`src/rtl/pipeline_pkg.sv`:
```
// Shared types and default widths for the EX->WB pipeline stage.
// The payload struct describes one stage entry at the default widths.
package pipeline_pkg;

    localparam int DEF_DATA_WIDTH = 32;
    localparam int DEF_RD_WIDTH   = 5;

    typedef enum logic [1:0] {
        ST_EMPTY = 2'd0,
        ST_ONE   = 2'd1,
        ST_FULL  = 2'd2
    } state_e;

    typedef struct packed {
        logic [DEF_DATA_WIDTH-1:0] alu_result;
        logic [DEF_RD_WIDTH-1:0]   rd;
        logic                      reg_write;
    } payload_t;

endpackage

```
`src/rtl/ex_wb_skid_stage_if.sv`:
```
// Valid/ready channel pair between execute and writeback.
// The master side is the surrounding pipeline; the slave side is the stage.
interface ex_wb_skid_stage_if
    import pipeline_pkg::*;
#(
    parameter int DATA_WIDTH = DEF_DATA_WIDTH,
    parameter int RD_WIDTH   = DEF_RD_WIDTH
);

    logic                  in_valid;
    logic                  in_ready;
    logic [DATA_WIDTH-1:0] in_alu_result;
    logic [RD_WIDTH-1:0]   in_rd;
    logic                  in_reg_write;

    logic                  out_valid;
    logic                  out_ready;
    logic [DATA_WIDTH-1:0] out_alu_result;
    logic [RD_WIDTH-1:0]   out_rd;
    logic                  out_reg_write;

    modport master (
        output in_valid, in_alu_result, in_rd, in_reg_write, out_ready,
        input  in_ready, out_valid, out_alu_result, out_rd, out_reg_write
    );

    modport slave (
        input  in_valid, in_alu_result, in_rd, in_reg_write, out_ready,
        output in_ready, out_valid, out_alu_result, out_rd, out_reg_write
    );

endinterface

```
`src/rtl/stage_entry_reg.sv`:
```
// Load-enabled payload register with asynchronous clear.
// Used for both the main (head) entry and the skid entry.
module stage_entry_reg
    import pipeline_pkg::*;
#(
    parameter int WIDTH = $bits(payload_t)
) (
    input  logic             clk_i,
    input  logic             rst_ni,
    input  logic             load_i,
    input  logic [WIDTH-1:0] d_i,
    output logic [WIDTH-1:0] q_o
);

    logic [WIDTH-1:0] data_q;
    logic [WIDTH-1:0] data_d;

    // Capture a new payload only when loaded; otherwise hold.
    always_comb begin
        data_d = data_q;
        if (load_i) begin
            data_d = d_i;
        end else begin
            data_d = data_q;
        end
    end

    // Payload storage, cleared to zero on reset.
    always_ff @(posedge clk_i or negedge rst_ni) begin
        if (!rst_ni) begin
            data_q <= {WIDTH{1'b0}};
        end else begin
            data_q <= data_d;
        end
    end

    assign q_o = data_q;

endmodule

```
`src/rtl/ex_wb_skid_stage.sv`:
```
// EX->WB stage register with a two-entry skid buffer, flush, x0 write
// suppression and a saturating stall counter.
module ex_wb_skid_stage
    import pipeline_pkg::*;
#(
    parameter int DATA_WIDTH  = DEF_DATA_WIDTH,
    parameter int RD_WIDTH    = DEF_RD_WIDTH,
    parameter bit SUPPRESS_X0 = 1'b1,
    parameter int COUNT_WIDTH = 16
) (
    input  logic                   clock,
    input  logic                   reset_n,
    input  logic                   flush,
    ex_wb_skid_stage_if.slave      pipe,
    output logic [1:0]             occupancy,
    output logic [COUNT_WIDTH-1:0] stall_count
);

    typedef struct packed {
        logic [DATA_WIDTH-1:0] alu_result;
        logic [RD_WIDTH-1:0]   rd;
        logic                  reg_write;
    } entry_t;

    localparam int ENTRY_W = $bits(entry_t);

    localparam logic [1:0] S_EMPTY = ST_EMPTY;
    localparam logic [1:0] S_ONE   = ST_ONE;
    localparam logic [1:0] S_FULL  = ST_FULL;

    // Writes to x0 are architecturally dead, so they never reach WB.
    function automatic logic gate_x0(input logic we, input logic [RD_WIDTH-1:0] rd);
        return we & ~(SUPPRESS_X0 & (rd == {RD_WIDTH{1'b0}}));
    endfunction

    logic [1:0]             state_q;
    logic [1:0]             state_d;
    logic [COUNT_WIDTH-1:0] stall_q;
    logic [COUNT_WIDTH-1:0] stall_d;
    logic                   in_fire_s;
    logic                   out_fire_s;
    logic                   load_main_s;
    logic                   load_skid_s;
    logic                   main_from_skid_s;
    entry_t                 in_entry_s;
    entry_t                 main_d_s;
    entry_t                 main_q_s;
    entry_t                 skid_q_s;

    assign pipe.in_ready = (state_q != S_FULL);
    assign pipe.out_valid = (state_q != S_EMPTY);
    assign in_fire_s  = pipe.in_valid & pipe.in_ready;
    assign out_fire_s = pipe.out_valid & pipe.out_ready;

    // Incoming payload with the write-enable already gated for x0.
    always_comb begin
        in_entry_s            = '{alu_result: {DATA_WIDTH{1'b0}}, rd: {RD_WIDTH{1'b0}}, reg_write: 1'b0};
        in_entry_s.alu_result = pipe.in_alu_result;
        in_entry_s.rd         = pipe.in_rd;
        in_entry_s.reg_write  = gate_x0(pipe.in_reg_write, pipe.in_rd);
    end

    // Occupancy FSM; flush empties the stage without touching stored payloads.
    always_comb begin
        state_d          = state_q;
        load_main_s      = 1'b0;
        load_skid_s      = 1'b0;
        main_from_skid_s = 1'b0;
        if (flush) begin
            state_d = S_EMPTY;
        end else begin
            case (state_q)
                S_EMPTY: begin
                    if (in_fire_s) begin
                        state_d     = S_ONE;
                        load_main_s = 1'b1;
                    end else begin
                        state_d = S_EMPTY;
                    end
                end
                S_ONE: begin
                    if (in_fire_s && out_fire_s) begin
                        state_d     = S_ONE;
                        load_main_s = 1'b1;
                    end else if (in_fire_s) begin
                        state_d     = S_FULL;
                        load_skid_s = 1'b1;
                    end else if (out_fire_s) begin
                        state_d = S_EMPTY;
                    end else begin
                        state_d = S_ONE;
                    end
                end
                S_FULL: begin
                    if (out_fire_s) begin
                        state_d          = S_ONE;
                        load_main_s      = 1'b1;
                        main_from_skid_s = 1'b1;
                    end else begin
                        state_d = S_FULL;
                    end
                end
                default: begin
                    state_d = S_EMPTY;
                end
            endcase
        end
    end

    // Head entry refills from the skid when draining out of FULL.
    always_comb begin
        main_d_s = in_entry_s;
        if (main_from_skid_s) begin
            main_d_s = skid_q_s;
        end else begin
            main_d_s = in_entry_s;
        end
    end

    // Saturating count of cycles where WB back-pressures a valid entry.
    always_comb begin
        stall_d = stall_q;
        if (pipe.out_valid && !pipe.out_ready && (stall_q != {COUNT_WIDTH{1'b1}})) begin
            stall_d = stall_q + COUNT_WIDTH'(1'b1);
        end else begin
            stall_d = stall_q;
        end
    end

    // Control state and stall counter registers.
    always_ff @(posedge clock or negedge reset_n) begin
        if (!reset_n) begin
            state_q <= S_EMPTY;
            stall_q <= {COUNT_WIDTH{1'b0}};
        end else begin
            state_q <= state_d;
            stall_q <= stall_d;
        end
    end

    stage_entry_reg #(.WIDTH(ENTRY_W)) u_main (
        .clk_i  (clock),
        .rst_ni (reset_n),
        .load_i (load_main_s),
        .d_i    (main_d_s),
        .q_o    (main_q_s)
    );

    stage_entry_reg #(.WIDTH(ENTRY_W)) u_skid (
        .clk_i  (clock),
        .rst_ni (reset_n),
        .load_i (load_skid_s),
        .d_i    (in_entry_s),
        .q_o    (skid_q_s)
    );

    assign pipe.out_alu_result = main_q_s.alu_result;
    assign pipe.out_rd         = main_q_s.rd;
    assign pipe.out_reg_write  = pipe.out_valid & main_q_s.reg_write;
    assign occupancy           = state_q;
    assign stall_count         = stall_q;

endmodule

```
`src/flat_wrapper.sv`:
```
// flat-port wrapper written by rule: the top's interface ports become plain ports
module ex_wb_skid_stage_flat import pipeline_pkg::*;
#(
    parameter int DATA_WIDTH  = DEF_DATA_WIDTH,
    parameter int RD_WIDTH    = DEF_RD_WIDTH,
    parameter bit SUPPRESS_X0 = 1'b1,
    parameter int COUNT_WIDTH = 16
)
  (clock, reset_n, flush, occupancy, stall_count, pipe_in_valid, pipe_in_alu_result, pipe_in_rd, pipe_in_reg_write, pipe_out_ready, pipe_in_ready, pipe_out_valid, pipe_out_alu_result, pipe_out_rd, pipe_out_reg_write);
  ex_wb_skid_stage_if #(.DATA_WIDTH(DATA_WIDTH), .RD_WIDTH(RD_WIDTH)) pipe_i ();
  input  logic clock;
  input  logic reset_n;
  input  logic flush;
  output logic [1:0] occupancy;
  output logic [COUNT_WIDTH-1:0] stall_count;
  input wire logic [$bits(pipe_i.in_valid)-1:0] pipe_in_valid;
  input wire logic [$bits(pipe_i.in_alu_result)-1:0] pipe_in_alu_result;
  input wire logic [$bits(pipe_i.in_rd)-1:0] pipe_in_rd;
  input wire logic [$bits(pipe_i.in_reg_write)-1:0] pipe_in_reg_write;
  input wire logic [$bits(pipe_i.out_ready)-1:0] pipe_out_ready;
  output wire logic [$bits(pipe_i.in_ready)-1:0] pipe_in_ready;
  output wire logic [$bits(pipe_i.out_valid)-1:0] pipe_out_valid;
  output wire logic [$bits(pipe_i.out_alu_result)-1:0] pipe_out_alu_result;
  output wire logic [$bits(pipe_i.out_rd)-1:0] pipe_out_rd;
  output wire logic [$bits(pipe_i.out_reg_write)-1:0] pipe_out_reg_write;
  assign pipe_i.in_valid = pipe_in_valid;
  assign pipe_i.in_alu_result = pipe_in_alu_result;
  assign pipe_i.in_rd = pipe_in_rd;
  assign pipe_i.in_reg_write = pipe_in_reg_write;
  assign pipe_i.out_ready = pipe_out_ready;
  assign pipe_in_ready = pipe_i.in_ready;
  assign pipe_out_valid = pipe_i.out_valid;
  assign pipe_out_alu_result = pipe_i.out_alu_result;
  assign pipe_out_rd = pipe_i.out_rd;
  assign pipe_out_reg_write = pipe_i.out_reg_write;
  ex_wb_skid_stage #(.DATA_WIDTH(DATA_WIDTH), .RD_WIDTH(RD_WIDTH), .SUPPRESS_X0(SUPPRESS_X0), .COUNT_WIDTH(COUNT_WIDTH)) u_core (.clock(clock), .reset_n(reset_n), .flush(flush), .pipe(pipe_i), .occupancy(occupancy), .stall_count(stall_count));
endmodule
```
`config.mk`:
```
export PLATFORM = sky130hd
export DESIGN_NAME = ex_wb_skid_stage_flat
export DESIGN_NICKNAME = d
export VERILOG_FILES = /design/src/rtl/pipeline_pkg.sv /design/src/rtl/ex_wb_skid_stage_if.sv /design/src/rtl/stage_entry_reg.sv /design/src/rtl/ex_wb_skid_stage.sv /design/src/flat_wrapper.sv
export SDC_FILE = /design/constraint.sdc
export NUM_CORES = 1
export LEC_CHECK = 0
export CAP_MARGIN = 10
export CORE_UTILIZATION = 51
export CTS_CLUSTER_DIAMETER = 40
export DETAILED_ROUTE_END_ITERATION = 10
export HOLD_SLACK_MARGIN = 0.12
export PLACE_DENSITY = 0.8
export SLEW_MARGIN = 20
export SYNTH_ARGS = -nofsm -noshare
export SYNTH_HDL_FRONTEND = slang
export SYNTH_SLANG_ARGS = --single-unit
```
`constraint.sdc`:
```
create_clock -name clock -period 2.5 [get_ports clock]
set_input_delay 0.25 -clock clock [delete_from_list [all_inputs] [get_ports clock]]
set_output_delay 0.25 -clock clock [all_outputs]
set_load 0.01 [all_outputs]
```
==> Word level (Yosys, flattened, before mapping) <==
Index checks and enable logic that the tools add are counted.
{ "word_totals": {"regBits": 94, "in_bits": 43, "output_inout_bits": 58, "word_cells": 39} }
{ "op_classes": {"addsub": 1, "eq_ne": 4, "mux": 18, "bitwise_logic": 5, "n_reduce_logical": 7} }
{ "ops": {"columns": ["operator", "n"], "rows": [
  ["two-way mux 38 bit", 1],
  ["adder 16 x 1 -> 16 bit, second input constant", 1],
  ["!= test 16 bit, second input constant", 1],
  ["two-way mux 1 bit", 11],
  ["two-way mux 2 bit", 4],
  ["case mux 2 bit (3 select lines)", 1],
  ["zero test 5 bit", 1],
  ["bitwise AND 1 bit", 4],
  ["logical AND 1 bit", 3],
  ["case mux 1 bit (3 select lines)", 1],
  ["== test 2 x 1 -> 1 bit, second input constant", 1],
  ["== test 2 bit, second input constant", 1],
  ["zero test 2 bit", 1],
  ["!= test 2 bit, second input constant", 1],
  ["nonzero test 2 bit", 1],
  ["zero test 1 bit", 1],
  ["inverter 1 bit", 1]
]} }

==> Logic depth before layout (Yosys ltp) <==
{ "depth": {"ltp_word": 7, "depth_mapped": 9, "mapped_depth_nobuf": 7} }

==> Cells and area by module <==
Synthesis repeated with hierarchy kept, for this count alone.
{ "unflattened": {"hier_cells": 303, "area_unflattened_um2": 4471.8} }
{ "by_module_without_submodules": {"columns": ["module", "instances", "cells_per_inst", "area_per_inst_um2", "seq_area_each_um2"], "rows": [
  ["stage_entry_reg", 2, 80, 1492.7, 950.9],
  ["ex_wb_skid_stage", 1, 143, 1486.4, 450.4]
]} }

==> Worst setup path after synthesis <==
Ideal clock, no wire load.
{ "synth_timing": {"path_kind": "register -> register", "startpoint": "register u_core.state_q[1], in the netlist u_core.occupancy[1]", "endpoint": "register u_core.u_main.data_q[19], in the netlist u_core.u_main.q_o[19]", "setup_time_ns": 0.125, "arrival_ns": 2.022, "required_time_ns": 2.375, "slack_ns": 0.353, "path_stages_with_launch": 10, "n_path_buf": 2, "period_less_slack_ns": 2.147, "cell_sequence": "dfrtp_1 or2_2 nand2_1 inv_1 ha_1 and2_1 o21bai_1 buf_6 buf_6 mux2_2"} }
{ "synth_between": {"elab_chain_len": 6, "elab_cells_between_ends": 16, "cone_classes": "eq/ne (3); mux (8); bitwise (2); reduce/logical (3)"} }
{ "synth_lines": {"columns": ["element", "line", "rtl"], "rows": [
  ["start: declaration", "ex_wb_skid_stage.sv:36", "logic [1:0] state_q;"],
  ["start signal: assignment", "ex_wb_skid_stage.sv:136", "state_q <= state_d;"],
  ["nonzero test 2 bit (*)", "ex_wb_skid_stage.sv:51", "assign pipe.out_valid = (state_q != S_EMPTY);"],
  ["via pipe_out_valid", "flat_wrapper.sv:22", "output wire logic [$bits(pipe_i.out_valid)-1:0] pipe_out_valid;"],
  ["bitwise AND 1 bit (*)", "ex_wb_skid_stage.sv:53", "assign out_fire_s = pipe.out_valid & pipe.out_ready;"],
  ["logical AND 1 bit / two-way mux 1 bit (equally long branches)", "ex_wb_skid_stage.sv:82, ex_wb_skid_stage.sv:95", null],
  ["two-way mux 1 bit (on tied branches)", "ex_wb_skid_stage.sv:82, ex_wb_skid_stage.sv:72", null],
  ["case mux 1 bit (3 select lines) / two-way mux 1 bit (equally long branches)", "ex_wb_skid_stage.sv:72, ex_wb_skid_stage.sv:69", null],
  ["two-way mux 1 bit / two-way mux 38 bit (equally long branches)", "ex_wb_skid_stage.sv:69, ex_wb_skid_stage.sv:113", null],
  ["end signal: assignment", "stage_entry_reg.sv:31", "data_q <= {WIDTH{1'b0}};"],
  ["end signal: assignment", "stage_entry_reg.sv:33", "data_q <= data_d;"],
  ["end: declaration", "stage_entry_reg.sv:15", "logic [WIDTH-1:0] data_q;"]
]} }
The timed path passes the listed nets; every way through them passes the cells marked *.
A chain may end at the register's enable or synchronous reset.

==> Worst setup path after layout <==
{ "layout_timing": {"startpoint": "register u_core.state_q[1], in the netlist u_core.occupancy[1]", "endpoint": "register u_core.u_main.data_q[13], in the netlist u_core.u_main.q_o[13]"} }
{ "layout_between": {"elab_chain_len": 6, "elab_cells_between_ends": 16, "cone_classes": "eq/ne (3); mux (8); bitwise (2); reduce/logical (3)"} }
{ "layout_lines": {"columns": ["element", "line"], "rows": [
  ["!= test 2 bit / nonzero test 2 bit (equally long branches)", "ex_wb_skid_stage.sv:50, ex_wb_skid_stage.sv:51"],
  ["bitwise AND 1 bit (on tied branches)", "ex_wb_skid_stage.sv:52, ex_wb_skid_stage.sv:53"],
  ["logical AND 1 bit / two-way mux 1 bit (equally long branches)", "ex_wb_skid_stage.sv:82, ex_wb_skid_stage.sv:95"],
  ["two-way mux 1 bit (on tied branches)", "ex_wb_skid_stage.sv:82, ex_wb_skid_stage.sv:72"],
  ["case mux 1 bit (3 select lines) / two-way mux 1 bit (equally long branches)", "ex_wb_skid_stage.sv:72, ex_wb_skid_stage.sv:69"],
  ["two-way mux 1 bit / two-way mux 38 bit (equally long branches)", "ex_wb_skid_stage.sv:69, ex_wb_skid_stage.sv:113"]
]} }
Parallel ways exist; a longest one is shown, timed or not.

==> out/results.tsv <==
metric	value	unit
status	finished clean	
drtPass1Iterations	4	
place.gp.congestion	0.812	
grt_pass1_wl	14200	um
synth_top_family_by_area	multiplexers	
yosys_register_bits	94	
setup_ws	0.303	ns
initial_core_util	0.528	
numPortBuffers	100	
die_w	97.0	um
synth_area	4600	um^2
cts_tree	built	
grt_pass1_vias	2918	
p_switching	1.14	mW
maxCapViolCount	0	
final_cell_mix	103 x mux2_2, 99 x clkdlybuf4s50_1, 94 x dfrtp_1	
p_per_area	772	nW/um^2
ys_types	40	
worst_ep_required_time	2.74	ns
htree_num_levels	3	
fin_crit	2.20	ns
setup_viol	0	
max_slew.worst_pin.slew	0.590	ns
insertion_delay	0.36	ns
track_usage	0.189	
synth_edf_count	0	
synth_compound_area_frac	0.0133	
cts-root-buf	clkbuf_8	
cts.sinks	94	
synthArstFlopShare	1.00	
p_leak	2.41	nW
wl_per_cell	15.7	um
max_freq	0.455	GHz
cp.arrival	2.44	ns
cp_max_fo	38	
grt_overflow_total	0	
vias	2723	
pin_count	101	
power_switching_share	0.259	
layout_commonest_cell	mux2_2	
dieArea	9410	um^2
antennaDiodeCount	0	
fill_cells	646	
synth_cells	336	
setup_tns	0	ns
dp_slack	0.307	ns
post-cts-setup-buffers	0	
path_class	register to register	
rsz0062_at_grt	no	
finalCritPeriodShare	0.879	
p_int	3.26	mW
muxShareOfSynthArea	0.289	
whs	0.431	ns
antenna_found_initial	0	
core	8720	um^2
finalWirelength	8120	um
synth_simple_gate_area_frac	0.0694	
drive_above_1_share	0.348	
peakVddDrop	0.449	mV
synth.avg_cell_area	13.7	um^2
drc_errors	0	
p_clk_frac	0.251	
clkTransAtPathRegs	0.10	ns
die_h	97.0	um
grt_max_degree	50	
min_path_type	primary input to async pin	
cts_buffers	9	
slew_viol_final	0	
first_iter_violations	63	
seq_power_share	0.491	
ant_nets	0	
critical_path.endpoint_type	register	
layout.nets	450	
dpl.hpwl	5650	um
placementRows	34	
startpoint_type	register	
skew	0.0151	ns
yosys.area_share.adder	0.00816	
synth_ff_type	dfrtp_1	
syn_to_final_growth	23.9	%
via_per_inst	5.28	
finalPower	4.40	mW
synth.net_count	382	
maxSlewHeadroom	0.606	
combinationalPowerShare	0.258	
synthXorXnorAreaFrac	0.0267	
yosysWarnings	0	
synth-seq-area-share	0.511	
hold_viol_final	0	
clock_path_buffers	2	
## cell families (layout without fill, tap and decap cells)
kind of cell    count (synthesis)  after routing
fa+ha+maj                       3              3
compound gates                  9              9
xor+xnor                       14             14
mux                           115            115
simple gates                   51             51
flops                          94             94
buf+inv                        50            122
## power groups by stage
stage | Sequential (mW) | Combinational [mW] | Clock (mW)
final | 2.16 | 1.14 | 1.11
after global routing | 2.23 | 1.23 | 1.20
after CTS | 2.16 | 1.16 | 1.14
after detailed placement | 2.19 | 1.15 | 0
after global placement | 2.17 | 1.12 | 0
after floorplan | 2.14 | 0.780 | 0
## cell type report
type	count	area, um^2	area share
clock buffer	10	138	0.0241
clock inverter	5	83.8	0.0147
inverter	1	3.75	0.000658
multi-input combinational	192	1880	0.330
sequential	94	2350	0.413
tap	108	135	0.0237
timing repair buffer	106	1110	0.194
## metal layers
layer / up-vias / part of all wire / wire, um / track usage
li1: 1286 / - / - / -
met1: 1350 / 0.45 / 3620 / 0.244
met2: 66 / 0.48 / 3930 / 0.295
met3: 21 / 0.043 / 353 / 0.0448
met4: 0 / 0.028 / 226 / 0.101
met5: - / 0 / 0 / 0
## per-stage QoR
| stage | cells | utilization | area [um^2] |
|---|---|---|---|
| 6_report | 516 | 0.654 | 5700 |
| 5_1_grt | 516 | 0.654 | 5700 |
| 4_1_cts | 516 | 0.654 | 5700 |
| 3_5_place_dp | 500 | 0.627 | 5470 |
| 3_3_place_gp | 500 | 0.627 | 5470 |
| 2_1_floorplan | 336 | - | 4600 |
## repair_timing
action,in CTS,in global routing
hold buffers,1,0
gates resized for setup,0,0
setup endpoints to repair,0,0
hold endpoints to repair,45,0
## flip-flops by register name, indices dropped and copies added (netlist names)
name and count:
u_core.stall_count 16, u_core.occupancy 2, u_core.u_skid.q_o 38, u_core.u_main.q_o 38
## worst max-delay path, cell delays in order, from the launching register on
cell and delay, ns:
dfrtp_1 0.48, or2_2 0.33, nand2_1 0.10, inv_1 0.05, ha_1 0.18, and2_1 0.16
o21bai_4 0.14, buf_12 0.24, mux2_2 0.37
## cells in the mapped netlist, drive strengths merged (2+ instances only)
cell type	n	area share
nand3	5	0.0054
nand2	9	0.0073
nand4	5	0.0082
nor2	7	0.0063
nor4	5	0.010
buf	49	0.082
o21bai	2	0.0033
and4	2	0.0038
mux2	114	0.29
dfrtp	94	0.51
or2	2	0.0027
o21ai	3	0.0033
ha	3	0.0082
and2	4	0.0054
xor2	10	0.019
nor3	2	0.0022
xnor2	4	0.0076
## final timing paths
check	slack, ns	to	start	cells after the start
min	0.43	u_core.u_skid.q_o[26]	reset_n	2
max	0.30	u_core.u_main.q_o[13]	u_core.occupancy[1]	8
max in group asynchronous	1.39	u_core.u_skid.q_o[3]	reset_n	3
min reg2reg	0.49	u_core.u_skid.q_o[0]	u_core.u_skid.q_o[0]	2
max reg2reg	0.30	u_core.u_main.q_o[13]	u_core.occupancy[1]	8
min in group clock	0.49	u_core.u_skid.q_o[0]	u_core.u_skid.q_o[0]	2
(Power assumes the default switching activity.)
